File: src/rtl/fifo_buffer_if.sv
// Request/status bundle between the enable organiser and the FIFO.
// master drives requests and write data; slave returns read data and flags.
interface fifo_buffer_if #(
    parameter int DATA_W = 8,
    parameter int ADDR_W = 4
);
    logic              synchr_enable_write;
    logic              synchr_enable_read;
    logic [DATA_W-1:0] synchr_to_write;
    logic [DATA_W-1:0] read_value;
    logic              read_valid;
    logic              full;
    logic              empty;
    logic [ADDR_W:0]   count;
    logic              overflow;
    logic              underflow;

    modport master (
        output synchr_enable_write,
        output synchr_enable_read,
        output synchr_to_write,
        input  read_value,
        input  read_valid,
        input  full,
        input  empty,
        input  count,
        input  overflow,
        input  underflow
    );

    modport slave (
        input  synchr_enable_write,
        input  synchr_enable_read,
        input  synchr_to_write,
        output read_value,
        output read_valid,
        output full,
        output empty,
        output count,
        output overflow,
        output underflow
    );
endinterface

File: src/rtl/fifo_buffer.sv
// Synchronous FIFO, DEPTH = 2^ADDR_W words, registered data and flags.
// Requests are single-cycle pulses already synchronous to clk.
module fifo_buffer #(
    parameter int DATA_W = 8,
    parameter int ADDR_W = 4
) (
    input logic          clk,
    input logic          rst,
    fifo_buffer_if.slave bus
);
    localparam int DEPTH = 1 << ADDR_W;
    localparam logic [ADDR_W:0] DEPTH_C = (ADDR_W+1)'(DEPTH);

    logic [DATA_W-1:0] mem_q [DEPTH];
    logic [ADDR_W-1:0] wr_ptr_q, wr_ptr_d;
    logic [ADDR_W-1:0] rd_ptr_q, rd_ptr_d;
    logic [ADDR_W:0]   count_q, count_d;
    logic [DATA_W-1:0] rdata_q, rdata_d;
    logic              rvalid_q, full_q, empty_q;
    logic              ovf_q, unf_q;
    logic              rd_acc, wr_acc;

    // A full FIFO may still take a write when a read frees a slot.
    assign rd_acc = bus.synchr_enable_read & ~empty_q;
    assign wr_acc = bus.synchr_enable_write & (~full_q | rd_acc);

    always_comb begin
        wr_ptr_d = wr_ptr_q;
        rd_ptr_d = rd_ptr_q;
        count_d  = count_q;
        rdata_d  = rdata_q;
        if (wr_acc) begin
            wr_ptr_d = wr_ptr_q + 1'b1;
        end
        if (rd_acc) begin
            rd_ptr_d = rd_ptr_q + 1'b1;
            rdata_d  = mem_q[rd_ptr_q];
        end
        if (wr_acc && !rd_acc) begin
            count_d = count_q + 1'b1;
        end else if (rd_acc && !wr_acc) begin
            count_d = count_q - 1'b1;
        end
    end

    always_ff @(posedge clk) begin
        if (!rst) begin
            wr_ptr_q <= '0;
            rd_ptr_q <= '0;
            count_q  <= '0;
            rdata_q  <= '0;
            rvalid_q <= 1'b0;
            full_q   <= 1'b0;
            empty_q  <= 1'b1;
            ovf_q    <= 1'b0;
            unf_q    <= 1'b0;
        end else begin
            wr_ptr_q <= wr_ptr_d;
            rd_ptr_q <= rd_ptr_d;
            count_q  <= count_d;
            rdata_q  <= rdata_d;
            rvalid_q <= rd_acc;
            full_q   <= (count_d == DEPTH_C);
            empty_q  <= (count_d == '0);
            ovf_q    <= bus.synchr_enable_write & ~wr_acc;
            unf_q    <= bus.synchr_enable_read & ~rd_acc;
        end
    end

    // Storage is not reset; stale words are unreachable once pointers clear.
    always_ff @(posedge clk) begin
        if (rst && wr_acc) begin
            mem_q[wr_ptr_q] <= bus.synchr_to_write;
        end
    end

    assign bus.read_value = rdata_q;
    assign bus.read_valid = rvalid_q;
    assign bus.full       = full_q;
    assign bus.empty      = empty_q;
    assign bus.count      = count_q;
    assign bus.overflow   = ovf_q;
    assign bus.underflow  = unf_q;
endmodule

File: src/flat_wrapper.sv
// flat-port wrapper written by rule: the top's interface ports become plain ports
module fifo_buffer_flat 
#(
    parameter int DATA_W = 8,
    parameter int ADDR_W = 4
)
  (clk, rst, bus_synchr_enable_write, bus_synchr_enable_read, bus_synchr_to_write, bus_read_value, bus_read_valid, bus_full, bus_empty, bus_count, bus_overflow, bus_underflow);
  fifo_buffer_if #(.DATA_W(DATA_W), .ADDR_W(ADDR_W)) bus_i ();
  input logic clk;
  input logic rst;
  input wire logic [$bits(bus_i.synchr_enable_write)-1:0] bus_synchr_enable_write;
  input wire logic [$bits(bus_i.synchr_enable_read)-1:0] bus_synchr_enable_read;
  input wire logic [$bits(bus_i.synchr_to_write)-1:0] bus_synchr_to_write;
  output wire logic [$bits(bus_i.read_value)-1:0] bus_read_value;
  output wire logic [$bits(bus_i.read_valid)-1:0] bus_read_valid;
  output wire logic [$bits(bus_i.full)-1:0] bus_full;
  output wire logic [$bits(bus_i.empty)-1:0] bus_empty;
  output wire logic [$bits(bus_i.count)-1:0] bus_count;
  output wire logic [$bits(bus_i.overflow)-1:0] bus_overflow;
  output wire logic [$bits(bus_i.underflow)-1:0] bus_underflow;
  assign bus_i.synchr_enable_write = bus_synchr_enable_write;
  assign bus_i.synchr_enable_read = bus_synchr_enable_read;
  assign bus_i.synchr_to_write = bus_synchr_to_write;
  assign bus_read_value = bus_i.read_value;
  assign bus_read_valid = bus_i.read_valid;
  assign bus_full = bus_i.full;
  assign bus_empty = bus_i.empty;
  assign bus_count = bus_i.count;
  assign bus_overflow = bus_i.overflow;
  assign bus_underflow = bus_i.underflow;
  fifo_buffer #(.DATA_W(DATA_W), .ADDR_W(ADDR_W)) u_core (.clk(clk), .rst(rst), .bus(bus_i));
endmodule
File: config.mk
export PLATFORM = sky130hd
export DESIGN_NAME = fifo_buffer_flat
export DESIGN_NICKNAME = d
export VERILOG_FILES = /design/src/rtl/fifo_buffer_if.sv /design/src/rtl/fifo_buffer.sv /design/src/flat_wrapper.sv
export SDC_FILE = /design/constraint.sdc
export NUM_CORES = 1
export LEC_CHECK = 0
export ABC_AREA = 1
export CORE_ASPECT_RATIO = 0.5
export CORE_MARGIN = 2
export CORE_UTILIZATION = 50
export DETAILED_ROUTE_END_ITERATION = 8
export PLACE_DENSITY_LB_ADDON = 0.05
export SLEW_MARGIN = 20
export SYNTH_ARGS = -nofsm -noshare
export SYNTH_HDL_FRONTEND = slang
export SYNTH_SLANG_ARGS = --single-unit
File: constraint.sdc
create_clock -name clk -period 2.5 [get_ports clk]
set_input_delay 0.5 -clock clk [delete_from_list [all_inputs] [get_ports clk]]
set_output_delay 0.5 -clock clk [all_outputs]
set_load 0.1 [all_outputs]
=== Word level (Yosys, flattened, before mapping) ===
Memories as Yosys holds them, arrays and structs flattened. A register that Yosys moved wholly into a read port is not among the register bits.
Cells that the tools add are included.

* Bits of input ports: 12
* Logic and storage cells: 34
* Bits in writable memories: 128
* Register bits: 18
* Output and inout bits: 18
* Memories kept: 1

* Reduce and logical (&&, ||, !) cells: 7
* Bitwise operators: 9
* Muxes and demuxes: 4
* Add/sub/neg operators: 4
* Equality and inequality tests: 1

{| class="wikitable"
|+ Memories
! memory !! words !! bits a word !! rd ports !! clocked after Yosys merged registers in !! wr ports !! RTL line !! source
|-
| u_core.mem_q || 16 || 8 || 1 || 1 || 1 || fifo_buffer.sv:14 || <nowiki>logic [DATA_W-1:0] mem_q [DEPTH];</nowiki>
|}

{| class="wikitable"
|+ Operators with widths
! kind !! count
|-
| $mux 5 || 2
|-
| $add 4x1->4 const B || 2
|-
| $add 5x1->5 const B || 1
|-
| $eq 5x5->1 const B || 1
|-
| $logic_not 5->1 || 1
|-
| $sub 5x1->5 const B || 1
|-
| $and 1x1->1 || 4
|-
| $not 1->1 || 4
|-
| $logic_and 1x1->1 || 3
|-
| $logic_not 1->1 || 3
|-
| $mux 1 || 2
|-
| $or 1x1->1 || 1
|}

=== Logic depth before layout (Yosys ltp) ===
* Depth after elaboration: 9
* Depth in mapped cells: 11
* Gate-level depth less buffers: 10

=== Least setup slack after synthesis ===
No wires, ideal clock.

* Path kind: register -> register
* Start point: register u_core.empty_q (netlist: u_core.bus.empty)
* End point: memory u_core.mem_q[10][0] (enable)
* Required time: 2.130 ns
* Slack: 0.271 ns
* Setup time: 0.370 ns
* Buffers on the path: 0
* Period minus slack after synthesis: 2.229 ns
* Arrival: 1.859 ns
* Stages on the path, launching flop included: 8
* Path through: dfxtp_1 inv_2 nand2_4 nand2_1 nand2_1 nor2_1 nand2_1 nor2_1

* Word-level cells in the longest chain between the ends: 7

{| class="wikitable"
|+ Ends and longest elaborated chain
! what !! RTL line !! source
|-
| start, declared || fifo_buffer.sv:19 || <nowiki>logic rvalid_q, full_q, empty_q;</nowiki>
|-
| start signal, assigned || fifo_buffer.sv:64 || <nowiki>empty_q <= (count_d == '0);</nowiki>
|-
| $not 1->1 || fifo_buffer.sv:24 || <nowiki>assign rd_acc = bus.synchr_enable_read & ~empty_q;</nowiki>
|-
| $and 1x1->1 || fifo_buffer.sv:24 ||
|-
| $or 1x1->1 || fifo_buffer.sv:25 || <nowiki>assign wr_acc = bus.synchr_enable_write & (~full_q | rd_acc);</nowiki>
|-
| $and 1x1->1 || fifo_buffer.sv:25 ||
|-
| $logic_and 1x1->1 || fifo_buffer.sv:72 || <nowiki>if (rst && wr_acc) begin</nowiki>
|-
| $mux 1 || fifo_buffer.sv:72 ||
|-
| $mux 1 (not written as such) || fifo_buffer.sv:73 || <nowiki>mem_q[wr_ptr_q] <= bus.synchr_to_write;</nowiki>
|-
| end, declared || fifo_buffer.sv:14 ||
|}

No other way between the ends.

=== Worst setup path after layout ===
* Start point: input port bus_synchr_enable_read
* End point: memory u_core.mem_q[12][3] (enable)

* Word-level cells in the longest chain between the ends: 6

{| class="wikitable"
|+ Ends and longest elaborated chain
! what !! RTL line !! source
|-
| start, declared || flat_wrapper.sv:12 || <nowiki>input wire logic [$bits(bus_i.synchr_enable_read)-1:0] bus_synchr_enable_read;</nowiki>
|-
| $and 1x1->1 || fifo_buffer.sv:24 ||
|-
| $or 1x1->1 || fifo_buffer.sv:25 ||
|-
| $and 1x1->1 || fifo_buffer.sv:25 ||
|-
| $logic_and 1x1->1 || fifo_buffer.sv:72 ||
|-
| $mux 1 || fifo_buffer.sv:72 ||
|-
| $mux 1 (not written as such) || fifo_buffer.sv:73 ||
|}

No other way between the ends.

==> results.sh <==
export IMPL_status="completed"
export IMPL_dp_hpwl_um=9993
export IMPL_grt_pass1_wl_um=23200
export IMPL_core_area_mm2=0.01263
export IMPL_seq_area_frac_synth_pct=67.57
export IMPL_rrSetupSlack_ps=720
export IMPL_grt_util_all_layers_pct=22.97
export IMPL_p_leak_uw=0.002948
export IMPL_syn_area_per_cell_um2=10.59
export IMPL_critPathCaptureType="flip-flop"
export IMPL_via_count=4467
export IMPL_crit_family="buffers and inverters"
export IMPL_path_depth=9
export IMPL_critPathMaxStageDelay_ps=560
export IMPL_drtIter0Drc=404
export IMPL_antenna_found_initial=0
export IMPL_gp_congestion=0.8736
export IMPL_postCtsHoldBufs=0
export IMPL_r2r_start="u_core.rd_ptr_q[0]"
export IMPL_max_cap_violations=0
export IMPL_start_util_pct=51.15
export IMPL_fin_cells=848
export IMPL_yosys_area_share_simple_pct=23.42
export IMPL_rsz0062_at_grt="false"
export IMPL_synth_top_family_by_area="simple AND/OR/NAND/NOR gates"
export IMPL_place_inst=816
export IMPL_max_freq_ghz=0.4979
export IMPL_ys_seq_elements=154
export IMPL_arrival_ps=2130
export IMPL_rr_worst_depth=7
export IMPL_ys_types=29
export IMPL_syn_inst=610
export IMPL_avgRoutedWirePerCell_um=17.89
export IMPL_postCtsSetupBuffers=0
export IMPL_powerDensity_mw_per_mm2=807.8
export IMPL_cp_startpoint="bus_synchr_enable_read"
export IMPL_ios=30
export IMPL_synthMuxAreaShare_pct=0
export IMPL_syn_cell_area_mm2=0.006459
export IMPL_hp_class="flip-flop to flip-flop"
export IMPL_r2r_end="u_core.bus.read_value[6]"
export IMPL_grt_max_degree=67
export IMPL_drtPass1Iterations=5
export IMPL_htreeDepth=4
export IMPL_peakVddDrop_v=0.0004271
export IMPL_hold_viol_final=0
export IMPL_grt_pass1_vias=4185
export IMPL_cts_buffers=17
export IMPL_required_ps=2620
export IMPL_drc=0
export IMPL_cts_sinks=154
export IMPL_nets=684
export IMPL_clockRootBuffer="clkbuf_16"
export IMPL_ctsResizeCount=0
export IMPL_dieWidth_um=164.7
export IMPL_synth_adder_area_share_pct=1.356
export IMPL_cp_max_fo=6
export IMPL_syn_num_nets=629
export IMPL_n_antenna_cell=0
export IMPL_clkTransAtPathRegs_ps=70
export IMPL_clock_skew_ps=10.01
export IMPL_crit_chain="clkdlybuf4s50_1, nand2_4, nand2_1, nand2_1, nor2_1, buf_4, nand2_1, nor2_1, buf_4"
export IMPL_clkLatencyLatePin_ps=410
export IMPL_cp_slowest_cell="clkdlybuf4s50_1"
export IMPL_endpoint="u_core.mem_q[12][3]"
export IMPL_grt_overflow_total=0
export IMPL_cp_common_cell="nand2_1"
export IMPL_fin_crit_sh_pct=80.33
export IMPL_drtAntennaViolNets=0
export IMPL_die_height_um=84.37
export IMPL_wl_um=15170
export IMPL_syn_to_final_growth_pct=17.47
export IMPL_routed_via_density=5.268
export IMPL_drive_above_1_share_pct=14.60
export IMPL_slew_headroom_pct=53.79
export IMPL_cts_tree="done"
export IMPL_slew_viol_final=0
export IMPL_clockBufferDepth=2
export IMPL_worst_pin_slew_ps=692.2
export IMPL_critPathBufInv=3
export IMPL_synth_xor_area_share_pct=0.5424
export IMPL_period_needed_ps=2008
export IMPL_synth_compound_area_share_pct=2.402
export IMPL_criticalPathCategory="primary input to flip-flop"
export IMPL_ys_warn_count=0
export IMPL_rows=29
export IMPL_io_buffers=29
export IMPL_setup_tns_ps=0
export IMPL_finalSetupViolCount=0
export IMPL_crit_path_start_kind="primary input"
export IMPL_dieArea_mm2=0.01390
-- power by group --
group	switching (uW)	total, uW	internal, uW
registers	35.1	2860	2830
logic	602	817	215
clock network	1050	2450	1400
-- synthesized netlist by cell type, drive strengths merged --
cell type / n / area [um2]
edfxtp: 128 / 3844
nand4: 1 / 6.260
ha: 7 / 87.58
xnor2: 1 / 8.760
nor3: 3 / 20.02
clkinv: 1 / 3.750
nand3: 111 / 573.1
and3: 1 / 6.260
dfxtp: 26 / 520.5
inv: 29 / 108.9
o21ai: 13 / 65.06
nor2: 45 / 176.4
buf: 26 / 171.4
clkbuf: 5 / 20.01
xor2: 3 / 26.28
nor2b: 1 / 6.260
nand2: 191 / 724.4
a21oi: 18 / 90.09
-- layout by cell type, fill, tap and decap left out, types with 3 or more instances in the layout --
cell | Yosys | layout
nand2_1 | 190 | 190
a21oi_1 | 18 | 18
nor2_2 | 3 | 3
inv_2 | 5 | 5
ha_1 | 7 | 7
clkdlybuf4s50_1 | 0 | 11
inv_1 | 24 | 24
edfxtp_1 | 128 | 128
o21ai_0 | 5 | 5
clkbuf_16 | 0 | 17
buf_4 | 10 | 55
nand3_1 | 109 | 109
xor2_1 | 3 | 3
o21ai_1 | 8 | 8
dfxtp_1 | 26 | 25
nor2_1 | 42 | 42
inv_6 | 0 | 6
-- logic make-up (layout without fill, tap and decap cells) --
group                      count (synthesis)  count (layout)
buffers and inverters                     61             129
DFF                                      154             154
xor gates and xnor gates                   4               4
and+or+nand+nor                          353             353
AOI/OAI and AO/OA                         31              31
adders and majority gates                  7               7
-- worst min-delay path: cells and delay by family (launching register included) --
family | cells | cell delay [ps]
flip-flops | 1 | 340
AND/OR/NAND/NOR | 2 | 140
-- registers in the layout, summed over array words and instances, names as in the netlist --
signal                 flops
u_core.wr_ptr_q            4
u_core.bus.full            1
u_core.bus.empty           1
u_core.mem_q             128
u_core.rd_ptr_q            4
u_core.bus.count           5
u_core.bus.underflow       1
u_core.bus.overflow        1
u_core.bus.read_valid      1
u_core.bus.read_value      8
-- worst min-delay path by stage --
stage,from,end,depth (start not counted)
2_1_floorplan,u_core.wr_ptr_q[3],u_core.wr_ptr_q[3],2
3_3_place_gp,u_core.wr_ptr_q[3],u_core.wr_ptr_q[3],2
3_5_place_dp,u_core.bus.empty,u_core.bus.underflow,2
4_1_cts,u_core.bus.full,u_core.bus.overflow,2
5_1_grt,u_core.bus.full,u_core.bus.overflow,2
6_report,u_core.bus.full,u_core.bus.overflow,2
-- layout make-up --
type	count	area, um2
Clock inverter	14	133.9
Fill cell	1042	5040
Timing Repair Buffer	67	543.0
Sequential cell	154	4365
Multi-Input combinational cell	395	1790
Tap cell	170	212.7
Clock buffer	18	429.2
Inverter	30	112.6
-- stage by stage --
stage	hold slack (ps)	utilization, %	area, um2	setup WS, ps	power (uW)
after floorplan	490.8	-	6459	270.8	3500
after global placement	514.0	55.63	7024	202.5	3729
after detailed placement	525.0	55.63	7024	116.6	3732
after CTS	536.1	60.09	7587	506.7	6161
after global routing	553.9	60.09	7587	437.8	6368
final	528.0	60.09	7587	491.7	6129
-- per-layer routing --
layer / global-route usage (%) / part of all wire (%)
met1: 35.78 / 49
met2: 32.86 / 43
met3: 5.336 / 7.3
met4: 5.059 / 0.57
met5: 0 / 0
Note: power is estimated with default switching activity, not from simulation.
